[config.mk]
export PLATFORM = sky130hd
export DESIGN_NAME = sym_generator
export DESIGN_NICKNAME = d
export VERILOG_FILES = /design/src/rtl/sym_generator_pkg.sv /design/src/rtl/sym_lfsr.sv /design/src/rtl/sym_generator.sv
export SDC_FILE = /design/constraint.sdc
export NUM_CORES = 1
export LEC_CHECK = 0
export CORE_ASPECT_RATIO = 2
export CORE_MARGIN = 2
export CORE_UTILIZATION = 54
export DETAILED_ROUTE_END_ITERATION = 12
export PLACE_DENSITY = 0.91
export SLEW_MARGIN = 5
export SYNTH_ARGS = -nofsm -noshare
export SYNTH_HDL_FRONTEND = slang
export SYNTH_SLANG_ARGS = --single-unit
[constraint.sdc]
create_clock -name Clk100M -period 3.88 [get_ports Clk100M]
set_clock_uncertainty 0.1 [all_clocks]
set_input_delay 0.582 -clock Clk100M [delete_from_list [all_inputs] [get_ports Clk100M]]
set_output_delay 0.582 -clock Clk100M [all_outputs]
set_load 0.05 [all_outputs]
[src/rtl/sym_generator_pkg.sv]
// Shared types and defaults for the symbol generator.
// Holds the FSM state type, LFSR defaults and the symbol width.
package sym_generator_pkg;

    localparam int SYM_W = 4;

    localparam logic [15:0] DEF_SEED = 16'hACE1;
    localparam logic [15:0] DEF_TAPS = 16'hB400;
    localparam logic [SYM_W-1:0] DEF_SPECIAL = 4'hF;

    typedef enum logic [1:0] {
        IDLE = 2'd0,
        RUN  = 2'd1,
        DONE = 2'd2
    } genState_t;

endpackage

[src/rtl/sym_lfsr.sv]
// 16-bit Galois LFSR (right-shift form) with a step enable.
// Ports: Clk100M, Rst_n, stepEn in; symNext = low nibble of the next state.
module sym_lfsr
    import sym_generator_pkg::*;
#(
    parameter logic [15:0] SEED = DEF_SEED,
    parameter logic [15:0] TAPS = DEF_TAPS
) (
    input  logic             Clk100M,
    input  logic             Rst_n,
    input  logic             stepEn,
    output logic [SYM_W-1:0] symNext
);

    // An all-zero state would lock the register, so fall back to 1.
    localparam logic [15:0] SEED_EFF = (SEED == 16'h0000) ? 16'h0001 : SEED;

    logic [15:0] lfsr;
    logic [15:0] lfsrNext;

    always_comb begin
        lfsrNext = lfsr >> 1;
        if (lfsr[0]) begin
            lfsrNext = (lfsr >> 1) ^ TAPS;
        end
    end

    always_ff @(posedge Clk100M or negedge Rst_n) begin
        if (!Rst_n) begin
            lfsr <= SEED_EFF;
        end else if (stepEn) begin
            lfsr <= lfsrNext;
        end
    end

    assign symNext = lfsrNext[SYM_W-1:0];

endmodule

[src/rtl/sym_generator.sv]
// Symbol generator: emits one pseudo-random symbol per Clk1Hz tick.
// Ports: Clk100M, Rst_n, Clk1Hz, startGen, stopGen, symGenMax in;
// symValid, symCode, isSpecial, symCount, specialCount, busy, genDone out.
module sym_generator
    import sym_generator_pkg::*;
#(
    parameter logic [15:0]      SEED         = DEF_SEED,
    parameter logic [15:0]      TAPS         = DEF_TAPS,
    parameter logic [SYM_W-1:0] SPECIAL_CODE = DEF_SPECIAL,
    parameter int               CNT_W        = 32
) (
    input  logic             Clk100M,
    input  logic             Rst_n,
    input  logic             Clk1Hz,
    input  logic             startGen,
    input  logic             stopGen,
    input  logic [CNT_W-1:0] symGenMax,
    output logic             symValid,
    output logic [SYM_W-1:0] symCode,
    output logic             isSpecial,
    output logic [CNT_W-1:0] symCount,
    output logic [7:0]       specialCount,
    output logic             busy,
    output logic             genDone
);

    genState_t state;
    genState_t stateNext;

    logic             loadRun;
    logic             stepEn;
    logic [CNT_W-1:0] maxReg;
    logic [CNT_W-1:0] cntInc;
    logic [SYM_W-1:0] symNext;
    logic             symNextSpecial;

    assign cntInc = symCount + {{(CNT_W-1){1'b0}}, 1'b1};
    assign symNextSpecial = (symNext == SPECIAL_CODE);

    sym_lfsr #(
        .SEED (SEED),
        .TAPS (TAPS)
    ) u_lfsr (
        .Clk100M (Clk100M),
        .Rst_n   (Rst_n),
        .stepEn  (stepEn),
        .symNext (symNext)
    );

    always_ff @(posedge Clk100M or negedge Rst_n) begin
        if (!Rst_n) begin
            state <= IDLE;
        end else begin
            state <= stateNext;
        end
    end

    // Priority in RUN: stop, then restart, then a tick.
    always_comb begin
        stateNext = state;
        loadRun   = 1'b0;
        stepEn    = 1'b0;
        unique case (state)
            IDLE: begin
                if (startGen && !stopGen) begin
                    loadRun   = 1'b1;
                    stateNext = (symGenMax == '0) ? DONE : RUN;
                end
            end
            RUN: begin
                if (stopGen) begin
                    stateNext = DONE;
                end else if (startGen) begin
                    loadRun = 1'b1;
                    if (symGenMax == '0) begin
                        stateNext = DONE;
                    end
                end else if (Clk1Hz) begin
                    stepEn = 1'b1;
                    if (cntInc == maxReg) begin
                        stateNext = DONE;
                    end
                end
            end
            DONE: begin
                stateNext = IDLE;
            end
            default: begin
                stateNext = IDLE;
            end
        endcase
    end

    always_ff @(posedge Clk100M or negedge Rst_n) begin
        if (!Rst_n) begin
            maxReg       <= '0;
            symValid     <= 1'b0;
            symCode      <= '0;
            isSpecial    <= 1'b0;
            symCount     <= '0;
            specialCount <= '0;
            genDone      <= 1'b0;
        end else begin
            symValid <= stepEn;
            // DONE lasts one cycle, so this yields a single pulse.
            genDone  <= (state == DONE);
            if (loadRun) begin
                maxReg       <= symGenMax;
                symCount     <= '0;
                specialCount <= '0;
            end
            if (stepEn) begin
                symCode   <= symNext;
                isSpecial <= symNextSpecial;
                symCount  <= cntInc;
                if (symNextSpecial && (specialCount != 8'hFF)) begin
                    specialCount <= specialCount + 8'd1;
                end
            end
        end
    end

    assign busy = (state == RUN);

endmodule

Word level (Yosys, flattened, before mapping)
Index checks and enable logic that the tools add are counted.

ROM bits: 0. Input port bits: 37. Bits in latches: 0. RAM bits: 0. Memories: 0. Word-level logic and storage cells: 50. Bits in registers: 97.

Muxes and demuxes: 22. Shift operators: 0. Order comparisons: 0. Bitwise gates (word level): 1. Reduce and logical (&&, ||, !) cells: 7. Add/subtract/negate cells: 2. Divide/modulo/power cells: 0. Eq/ne operators: 9. $mul: 0.

Operators with widths (count): $mux 32 (2); $add 32x1->32 const B (1); $eq 32x32->1 (1); $logic_not 32->1 (1); $mux 8 (3); $mux 16 (1); $mux 2 (7); $add 8x1->8 const B (1); $ne 4x3->1 const B (2); $ne 8x8->1 const B (1); $mux 1 (7); $eq 4x4->1 const B (1); $ne 4x4->1 const B (1); $not 3->4 (1); $pmux 2 s2 (1); $reduce_and 4->1 (1); $eq 2x1->1 const B (1); $eq 2x2->1 const B (1); $logic_and 1x1->1 (2); $logic_not 2->1 (1); $ne 2x2->1 const B (1); $pmux 1 s2 (1); $reduce_bool 2->1 (1); $logic_not 1->1 (1).

Longest topological paths before layout
Word-level depth: 7. Gate-level depth with buffers: 10.

Hierarchy
A second synthesis with hierarchy kept.

Cells, all modules: 630. Area total of the unflattened synthesis: 5570.3 um2.

By module, submodules not included: sym_generator (cells an instance 586, area an instance 4884.7 um2, times used 1); sym_lfsr (cells an instance 44, area an instance 685.7 um2, times used 1).

Least setup slack after synthesis
OpenSTA, ideal clock, no wires.

Kind: flip-flop to flip-flop. Start point: reg symCount[0]. End point: reg state[1]. Arrival: 3231 ps. Slack: 472 ps. Cell stages (with the launch flop): 10. Data required time: 3703 ps. Cell sequence: dfrtp_1 > ha_1 > nand4_1 > nor2_1 > xor2_1 > o31ai_1 > o32ai_1 > or4_1 > or4_1 > o21ai_1.

Cells in the longest elaborated chain, start to end: 4.

Ends and longest elaborated chain: start, declared (RTL line sym_generator.sv:21) `output logic [CNT_W-1:0] symCount,`; start signal, assigned (RTL line sym_generator.sv:115) `symCount <= cntInc;`; $add 32x1->32 (RTL line sym_generator.sv:37) `assign cntInc = symCount + {{(CNT_W-1){1'b0}}, 1'b1};`; $eq 32x32->1 (RTL line sym_generator.sv:80) `if (cntInc == maxReg) begin`; $ne 4x3->1 (no source line); $reduce_and 4->1 (no source line); end signal, assigned (RTL line sym_generator.sv:54) `state <= stateNext;`; end, declared (RTL line sym_generator.sv:27) `genState_t state;`.

Every way passes these cells. A chain may end at the register's enable or synchronous reset.

Worst setup path in the final report
Ends and elaborated chain as after synthesis.

==> results.sh <==
export IMPL_status="complete, no violations"
export IMPL_drive_gt1_share_pct=7.47
export IMPL_power_density_nw_per_um2=346
export IMPL_max_slew_margin_pct=43.8
export IMPL_tns_ns=0
export IMPL_synth_mux_area_share_pct=0.575
export IMPL_grt_max_degree=67
export IMPL_place_hpwl_um=10700
export IMPL_slew_violations=0
export IMPL_synth_cell_types=50
export IMPL_post_route_period_util_pct=93.4
export IMPL_areaGrowthSynthToFinish_pct=22.6
export IMPL_worst_pin_slew_ns=0.842
export IMPL_vias_per_cell=6.22
export IMPL_grt_total_usage_pct=30.0
export IMPL_synth_top_cell_by_area="dfrtp_1"
export IMPL_total_power_mw=2.22
export IMPL_critPathSlowestCell="nor4_4"
export IMPL_synth_compound_area_share_pct=13.2
export IMPL_cts_clk_slew_worst_paths_ns=0.07
export IMPL_post_route_min_period_ns=3.62
export IMPL_synth_edf_count=0
export IMPL_synth_commonest_cells="187 x nand2_1, 86 x dfrtp_1, 51 x o21ai_0"
export IMPL_slowest_delay_ns=0.66
export IMPL_wl_per_cell_um=18.8
export IMPL_antenna_found_initial=0
export IMPL_path_buf_inv=0
export IMPL_ys_ff_latch=94
export IMPL_synth_top_cell_area_share_pct=41.2
export IMPL_fp_row_count=50
export IMPL_synthSimpleGateAreaFrac_pct=27.6
export IMPL_cts_buffer_depth=2
export IMPL_chipHeight_um=143
export IMPL_path_cells="ha_1 > nand4_1 > nor4_4 > and3_1 > xnor2_1 > o21ai_0 > or4_1 > or4_1 > o21ai_1"
export IMPL_firstDrtPassIters=7
export IMPL_numPortBuffers=84
export IMPL_cts_htree_levels=3
export IMPL_setup_viol=0
export IMPL_cts_setup_buffers=0
export IMPL_synth_fa_ha_area_share_pct=0.863
export IMPL_synth_xor_xnor_area_share_pct=8.89
export IMPL_die_width_um=73.5
export IMPL_synth_seq_area_share_pct=45.3
export IMPL_synth_top_family_by_area="simple AND/OR/NAND/NOR gates"
export IMPL_drt_iter0_markers=607
export IMPL_synth_flop_cell="dfrtp_1"
export IMPL_ir_drop_mv=0.327
export IMPL_cts_buffers=9
export IMPL_crit_path_end_kind="register"
export IMPL_post_cts_resized=0
export IMPL_hold_violations=0
export IMPL_cts_tree="yes"
export IMPL_root_buffer="clkbuf_16"
export IMPL_avgSynthCellArea_um2=8.41
export IMPL_rsz0062_at_grt="false"
export IMPL_nets=730
export IMPL_yosysMostFrequentCell="nand2_1"
export IMPL_hp_class="in -> async"
export IMPL_cts_sinks=94
export IMPL_io_pins=85
export IMPL_worstSetupPathType="reg -> reg"
export IMPL_clock_latency_ns=0.35
export IMPL_required_ns=4.06
export IMPL_drc=0
export IMPL_syn_cell_area_um2=5220
export IMPL_worstPathArrival_ns=3.80
export IMPL_first_global_vias=4757
export IMPL_initial_core_util_pct=55.6
export IMPL_grt_first_pass_wirelength_um=24100
export IMPL_vias=4972
export IMPL_synth_async_reset_ratio_pct=100
export IMPL_fp_coreArea_um2=9380
export IMPL_power_leakage_nw=2.85
export IMPL_cap_violations=0
export IMPL_crit_fanout=13
export IMPL_critPathLaunchType="register"
export IMPL_die_area_um2=10500
export IMPL_synth_warnings=0
export IMPL_crit_family="simple AND/OR/NAND/NOR gates"
export IMPL_place_congestion=0.882
export IMPL_max_freq_mhz=276
export IMPL_syn_inst=621
export IMPL_overflow=0
export IMPL_diodes=0
export IMPL_cts_hold_buf=0
export IMPL_antenna_left=0
export IMPL_syn_num_nets=660
export IMPL_cp_common_cell="or4_1"
export IMPL_yosys_top_cells_area="dfrtp_1 41%, nand2_1 13%, o21ai_0 4.9%"
export IMPL_finalWirelength_um=15000
## cell type report
class / count / area [um2]
clock buffers: 9 / 225
clock inverters: 7 / 50.0
fillers: 750 / 2980
inverters: 6 / 22.5
multi-input cells: 483 / 2680
flip-flops and latches: 94 / 2360
well taps: 104 / 130
repair buffers: 97 / 936
## per-stage QoR
step | hold WS [ns] | area [um2] | util, % | setup slack (ns) | std cells
after CTS | 0.264 | 6400 | 68.2 | 0.304 | 800
after floorplan | 0.186 | 5220 | - | 0.472 | 621
after global routing | 0.310 | 6400 | 68.2 | 0.0677 | 800
after detailed placement | 0.352 | 6130 | 65.3 | 0.337 | 784
after global placement | 0.341 | 6130 | 65.3 | 0.492 | 784
final | 0.219 | 6400 | 68.2 | 0.258 | 800
## per-layer routing
| layer | track usage [%] | wire [um] | share of wire, % | vias up |
|---|---|---|---|---|
| li1 | - | - | - | 2280 |
| met1 | 34.0 | 5350 | 36 | 2382 |
| met2 | 51.2 | 7920 | 53 | 246 |
| met3 | 5.93 | 968 | 6.4 | 64 |
| met4 | 16.6 | 775 | 5.2 | 0 |
| met5 | 0 | 0 | 0 | - |
## cell families after synthesis
family | count (synthesis)
AOI/OAI and AO/OA | 114
and+or+nand+nor | 309
xor gates and xnor gates | 53
DFF | 94
buffers and inverters | 44
adders and majority gates | 4
muxes | 3
## placed cells by master, fill, tap and decap left out, drive strengths merged, types with 15 or more instances in the layout
cell and n:
nand2 187, dfrtp 86, clkdlybuf4s50 83, o21ai 52
nor2 32, xnor2 27, xor2 26, nand3 23
nand4 22, a21oi 19, nor4 15
## worst reg2reg max path: stages (launching register included)
cell and delay (ns):
dfrtp_1 0.48, ha_1 0.35, nand4_1 0.24, nor4_4 0.66, and3_1 0.32, xnor2_1 0.13
o21ai_0 0.09, or4_1 0.51, or4_1 0.52, o21ai_1 0.16
## power breakdown
part	switching, mW	internal [mW]
Clock	0.391	0.435
Combinational	0.174	0.129
Sequential	0.0529	1.03
Total	0.618	1.60
## registers in the layout, summed over array words and instances, names as in the netlist
signal        flops
genDone           1
isSpecial         1
maxReg           32
specialCount      8
state             2
symCode           3
symCount         32
symValid          1
u_lfsr.lfsr      14
## path summary, 6_finish.rpt
| kind | start | end | slack, ns | depth (start not counted) |
|---|---|---|---|---|
| max | symCount[0] | state[1] | 0.26 | 9 |
| max reg2reg | symCount[0] | state[1] | 0.26 | 9 |
| min in group Clk100M | u_lfsr.lfsr[7] | u_lfsr.lfsr[6] | 0.36 | 2 |
| min | Rst_n | specialCount[0] | 0.22 | 1 |
| min reg2reg | u_lfsr.lfsr[7] | u_lfsr.lfsr[6] | 0.36 | 2 |
| max in group asynchronous | Rst_n | specialCount[7] | 2.57 | 2 |
Power figures use the tool's default switching activity.
